[src/rtl/dmem_arbiter.sv]
// Two-port arbiter in front of a single-port byte-write-enable data RAM.
// Round-robin grant, store lane placement, one-cycle load return with extension.
module dmem_arbiter #(
    parameter int unsigned AWIDTH = 14,
    parameter int unsigned DWIDTH = 32
) (
    input  logic              clk,
    input  logic              rst_n,

    input  logic              i_p0_valid,
    output logic              o_p0_ready,
    input  logic              i_p0_we,
    input  logic [31:0]       i_p0_addr,
    input  logic [1:0]        i_p0_size,
    input  logic              i_p0_unsigned,
    input  logic [DWIDTH-1:0] i_p0_wdata,
    output logic              o_p0_rsp_valid,
    output logic [DWIDTH-1:0] o_p0_rsp_rdata,
    output logic              o_p0_rsp_err,

    input  logic              i_p1_valid,
    output logic              o_p1_ready,
    input  logic              i_p1_we,
    input  logic [31:0]       i_p1_addr,
    input  logic [1:0]        i_p1_size,
    input  logic              i_p1_unsigned,
    input  logic [DWIDTH-1:0] i_p1_wdata,
    output logic              o_p1_rsp_valid,
    output logic [DWIDTH-1:0] o_p1_rsp_rdata,
    output logic              o_p1_rsp_err,

    output logic [AWIDTH-1:0] o_ram_addr,
    output logic [DWIDTH-1:0] o_ram_d,
    output logic [3:0]        o_ram_wbe,
    output logic              o_ram_en,
    input  logic [DWIDTH-1:0] i_ram_q,

    output logic [7:0]        o_err_count
);

    localparam logic [1:0] SizeByte = 2'd0;
    localparam logic [1:0] SizeHalf = 2'd1;
    localparam logic [1:0] SizeWord = 2'd2;
    localparam logic [1:0] SizeBad  = 2'd3;

    // Last-grant pointer: 0 = port 0 granted last, 1 = port 1 granted last.
    logic              r_last;

    logic              r_rsp_vld;
    logic              r_rsp_port;
    logic              r_rsp_we;
    logic [1:0]        r_rsp_size;
    logic              r_rsp_uns;
    logic [1:0]        r_rsp_off;
    logic              r_rsp_err;
    logic [7:0]        r_err_count;

    logic              w_gnt0;
    logic              w_gnt1;
    logic              w_gnt;
    logic              w_we;
    logic [31:0]       w_addr;
    logic [1:0]        w_size;
    logic              w_uns;
    logic [DWIDTH-1:0] w_wdata;
    logic              w_misalign;
    logic              w_range_err;
    logic              w_err;
    logic              w_access;
    logic [3:0]        w_wbe_raw;
    logic [DWIDTH-1:0] w_wdat_rep;
    logic [DWIDTH-1:0] w_lane;
    logic [DWIDTH-1:0] w_ld;

    // Grants are gated by rst_n so nothing is accepted while reset is held.
    assign w_gnt0 = rst_n & i_p0_valid & (~i_p1_valid | r_last);
    assign w_gnt1 = rst_n & i_p1_valid & (~i_p0_valid | ~r_last);
    assign w_gnt  = w_gnt0 | w_gnt1;

    assign o_p0_ready = w_gnt0;
    assign o_p1_ready = w_gnt1;

    always_comb begin
        w_we    = i_p0_we;
        w_addr  = i_p0_addr;
        w_size  = i_p0_size;
        w_uns   = i_p0_unsigned;
        w_wdata = i_p0_wdata;
        if (w_gnt1) begin
            w_we    = i_p1_we;
            w_addr  = i_p1_addr;
            w_size  = i_p1_size;
            w_uns   = i_p1_unsigned;
            w_wdata = i_p1_wdata;
        end
    end

    always_comb begin
        w_misalign = 1'b0;
        case (w_size)
            SizeHalf: w_misalign = w_addr[0];
            SizeWord: w_misalign = |w_addr[1:0];
            SizeBad:  w_misalign = 1'b1;
            default:  w_misalign = 1'b0;
        endcase
    end

    assign w_range_err = |w_addr[31:AWIDTH+2];
    assign w_err       = w_misalign | w_range_err;
    assign w_access    = w_gnt & ~w_err;

    always_comb begin
        w_wbe_raw  = 4'b0000;
        w_wdat_rep = w_wdata;
        case (w_size)
            SizeByte: begin
                w_wbe_raw  = 4'b0001 << w_addr[1:0];
                w_wdat_rep = {4{w_wdata[7:0]}};
            end
            SizeHalf: begin
                w_wbe_raw  = 4'b0011 << w_addr[1:0];
                w_wdat_rep = {2{w_wdata[15:0]}};
            end
            SizeWord: begin
                w_wbe_raw  = 4'b1111;
                w_wdat_rep = w_wdata;
            end
            default: begin
                w_wbe_raw  = 4'b0000;
                w_wdat_rep = w_wdata;
            end
        endcase
    end

    assign o_ram_en   = w_access;
    assign o_ram_addr = w_addr[AWIDTH+1:2];
    assign o_ram_d    = w_wdat_rep;
    assign o_ram_wbe  = (w_access & w_we) ? w_wbe_raw : 4'b0000;

    always_ff @(posedge clk or negedge rst_n) begin
        if (!rst_n) begin
            r_last     <= 1'b1;
            r_rsp_vld  <= 1'b0;
            r_rsp_port <= 1'b0;
            r_rsp_we   <= 1'b0;
            r_rsp_size <= 2'd0;
            r_rsp_uns  <= 1'b0;
            r_rsp_off  <= 2'd0;
            r_rsp_err  <= 1'b0;
        end else begin
            r_rsp_vld <= w_gnt;
            if (w_gnt) begin
                r_last     <= w_gnt1;
                r_rsp_port <= w_gnt1;
                r_rsp_we   <= w_we;
                r_rsp_size <= w_size;
                r_rsp_uns  <= w_uns;
                r_rsp_off  <= w_addr[1:0];
                r_rsp_err  <= w_err;
            end
        end
    end

    always_ff @(posedge clk or negedge rst_n) begin
        if (!rst_n) begin
            r_err_count <= 8'd0;
        end else if (w_gnt && w_err && (r_err_count != 8'hFF)) begin
            r_err_count <= r_err_count + 8'd1;
        end
    end

    assign o_err_count = r_err_count;

    always_comb begin
        w_lane = i_ram_q >> {r_rsp_off, 3'b000};
        w_ld   = '0;
        case (r_rsp_size)
            SizeByte: w_ld = {{24{~r_rsp_uns & w_lane[7]}}, w_lane[7:0]};
            SizeHalf: w_ld = {{16{~r_rsp_uns & w_lane[15]}}, w_lane[15:0]};
            default:  w_ld = w_lane;
        endcase
        if (r_rsp_we || r_rsp_err) begin
            w_ld = '0;
        end
    end

    assign o_p0_rsp_valid = r_rsp_vld & ~r_rsp_port;
    assign o_p1_rsp_valid = r_rsp_vld & r_rsp_port;
    assign o_p0_rsp_err   = o_p0_rsp_valid & r_rsp_err;
    assign o_p1_rsp_err   = o_p1_rsp_valid & r_rsp_err;
    assign o_p0_rsp_rdata = o_p0_rsp_valid ? w_ld : '0;
    assign o_p1_rsp_rdata = o_p1_rsp_valid ? w_ld : '0;

endmodule

[config.mk]
export PLATFORM = sky130hd
export DESIGN_NAME = dmem_arbiter
export DESIGN_NICKNAME = d
export VERILOG_FILES = /design/src/rtl/dmem_arbiter.sv
export SDC_FILE = /design/constraint.sdc
export NUM_CORES = 1
export LEC_CHECK = 0
export ABC_CLOCK_PERIOD_IN_PS = 5000
export BUFFER_PORTS_ARGS = -buffer_cell sky130_fd_sc_hd__clkbuf_2
export CORE_AREA = 3 3 115 117
export DETAILED_ROUTE_END_ITERATION = 8
export DIE_AREA = 0 0 118 120
export GPL_TIMING_DRIVEN = 0
export HOLD_SLACK_MARGIN = 0.12
export PLACE_DENSITY = 0.63
export SLEW_MARGIN = 20
export SYNTH_ARGS = -nofsm -noshare
export SYNTH_HDL_FRONTEND = slang
export SYNTH_SLANG_ARGS = --single-unit
export TNS_END_PERCENT = 20
[constraint.sdc]
create_clock -name clk -period 5 [get_ports clk]
set_input_delay 1 -clock clk [delete_from_list [all_inputs] [get_ports clk]]
set_output_delay 1 -clock clk [all_outputs]
set_load 0.01 [all_outputs]
==> metrics <==
vias between 4,000 and 5,000; Synth Instances about 480; critical path type in -> out; Area Growth Syn to Fin 58.5%; postcts setup bufs 0; layout cells sized above 1 0.444; setup TNS 0 ns; core area 12,500 um2; post-CTS sizing 0; I/O Buffers 300; vias in the first global route 4,434; Antenna Cells 0; hold_ws 0.510 ns; Crit Reg-Reg Endpoint o_err_count[1]; final setup vio count 0; Hold Path End r_rsp_port; maximum clock insertion buffer count 2; Starting Density 0.246; pwr dens 194 nW/um2; DR vias/cell 4.64; total gr overflow 0; CTS tree built; CTS root buf clkbuf_16; Hold Crit Start r_rsp_port; boundary pin count around 300; Slew HR 0.425; Max Cap Viol 0; Hold Fails Final Rpt 0; status finished clean; Synth async-reset ratio 1.00; fillers between 1,000 and 1,500; RSZ-0062 raised after global routing no; CP peak stage delay around 0.43 ns; Worst-Skew Late Latency around 0.24 ns; mapped cell area slightly above 3000 um2; Final HPWL DP around 13,000 um; worst hold path depth 2; CP startpoint kind input port; FMAX ~0.23 GHz; Synth area leaders mux2i_1 (18%), nand2_1 (14%), dfrtp_1 (14%), nor2_1 (12%), buf_4 (4.4%); Yosys top cell area share 0.176; area leader, netlist mux2i_1; first-pass GRT wire length around 24,000 um; wire per inst roughly 16 um; fin crit share 0.885; Num CTS Buffers 3; critical path arrival 3.42 ns; Worst setup EP type primary output; pin count of the biggest net entering global routing 24; routed wire length between 15,000 and 20,000 um; Std-Cell Rows just over 40; cell count of the worst reg-to-reg path 7; VDD IR max between 0.00008 and 0.00009 V; Chip Height 120 um; H-tree depth 1; CP max FO 23; register area share after synthesis 0.147; All-Layer GR Usage 0.205; clock-pin slew on the worst setup and hold paths around 0.05 ns; cell mode on critical path clkbuf_2; CP required roughly 4.0 ns; FF-to-FF setup slack 2.93 ns; Post-synth EDFFs 0; antenna violations before repair 0; crit path time final about 4.4 ns; 1st-iter DRT viols ~340; clk sinks 18; # hold bufs at CTS 0; Critical R2R Launch r_last; die width approximately 120 um; pre-CTS worst setup slack slightly above 0.5 ns; gpl congestion roughly 1.0; Post-DRT Antenna Nets 0; leading cell type in the layout, fill and taps excluded clkbuf_2; multi-input logic area 2300 um2; final core utilization 0.390; FF/Latch Area roughly 450 um2; Worst Skew around 0.0020 ns; full die area approximately 14,000 um2; most frequent cells in the layout clkbuf_2 (300), nand2_1 (114), nor2_1 (96); worst path cell trace clkbuf_2 > nand3_2 > inv_2 > mux2i_2 > buf_4 > mux2i_1 > nor2_1 > a31oi_1 > clkbuf_2; Lkg Pwr 2.85 nW; Worst Tran Pin Value approximately 0.86 ns; post-layout net count around 960; Cell Count, Final, Fillers Out 953; Primary FF master, synth dfrtp_1; crit path max-delay cell type clkbuf_2; Ys Warns 0; Residual DRC 0; Hold Crit Class reg -> reg; Avg Cell Area, Syn ~6.4 um2; placed cells roughly 950; DR pass1 iterations 4; Mapped Nets 650; PnR worst setup slack between 0.5 and 0.6 ns; Final Max Slew Viols 0; Yosys reg bits 18; library cells used by synthesis 50
area by class of cell:
type	instances	share of cell area
buffer	44	0.0525
sequential	18	0.0928
timing repair buffer	300	0.309
inverter	16	0.0123
tap	172	0.0442
multi-input combinational	399	0.473
clock buffer	4	0.0162
report_power, final:
part / switching [mW] / internal, mW
registers: 0.0421 / 0.186
logic: 0.311 / 0.243
clock network: 0.0521 / 0.108
state kept, by name, indices dropped and copies added, names as in the netlist:
signal	cells
o_err_count	8
r_last	1
r_rsp_err	1
r_rsp_off	2
r_rsp_port	1
r_rsp_size	2
r_rsp_uns	1
r_rsp_vld	1
r_rsp_we	1
cell usage after synthesis, drive strengths merged, types with 3 or more instances:
master  count
nand2     115
nor2       97
mux2i      56
buf        30
o21ai      21
a31oi      17
dfrtp      17
inv        15
clkbuf     14
a21oi      12
nor4       10
mux2        9
o211ai      9
a21boi      8
nand3       8
o21a        8
xor2        4
and3        3
nand2b      3
per-stage QoR:
step	area (um2)	power, mW
3_3_place_gp	4790	0.780
2_1_floorplan	3070	0.549
4_1_cts	4860	0.952
6_report	4860	0.943
3_5_place_dp	4790	0.787
5_1_grt	4860	1.02
layer usage:
layer  vias up  part of all wire  global-route usage
met2       237              0.53               0.404
met3        20             0.075              0.0297
met5         -                 0                   0
met4         0             0.021              0.0505
met1      1958              0.37               0.230
li1       2207                 -                   -
how the worst max path moves through the flow:
stage	from	endpoint	slack, ns	cells after the start
3_3_place_gp	rst_n	o_ram_d[25]	0.47	9
4_1_cts	rst_n	o_ram_d[26]	0.51	9
6_report	rst_n	o_ram_d[25]	0.58	9
5_1_grt	rst_n	o_ram_d[25]	0.37	9
3_5_place_dp	rst_n	o_ram_d[26]	0.51	9
2_1_floorplan	i_p0_valid	o_ram_d[24]	1.62	8
logic make-up after synthesis:
logic type | synth area share
adders and majority gates | 0.00408
AOI/OAI and AO/OA | 0.170
xor gates and xnor gates | 0.0171
DFF | 0.147
buffers and inverters | 0.103
muxes | 0.221
and+or+nand+nor | 0.338
worst max-delay path: cells and delay by family:
kind / cells / cell delay (ns)
buffers and inverters: 4 / 1.11
multiplexers: 2 / 0.58
AND/OR/NAND/NOR: 2 / 0.44
AO/OA/AOI/OAI: 1 / 0.28
No activity file was read; power rests on OpenSTA's default activity.
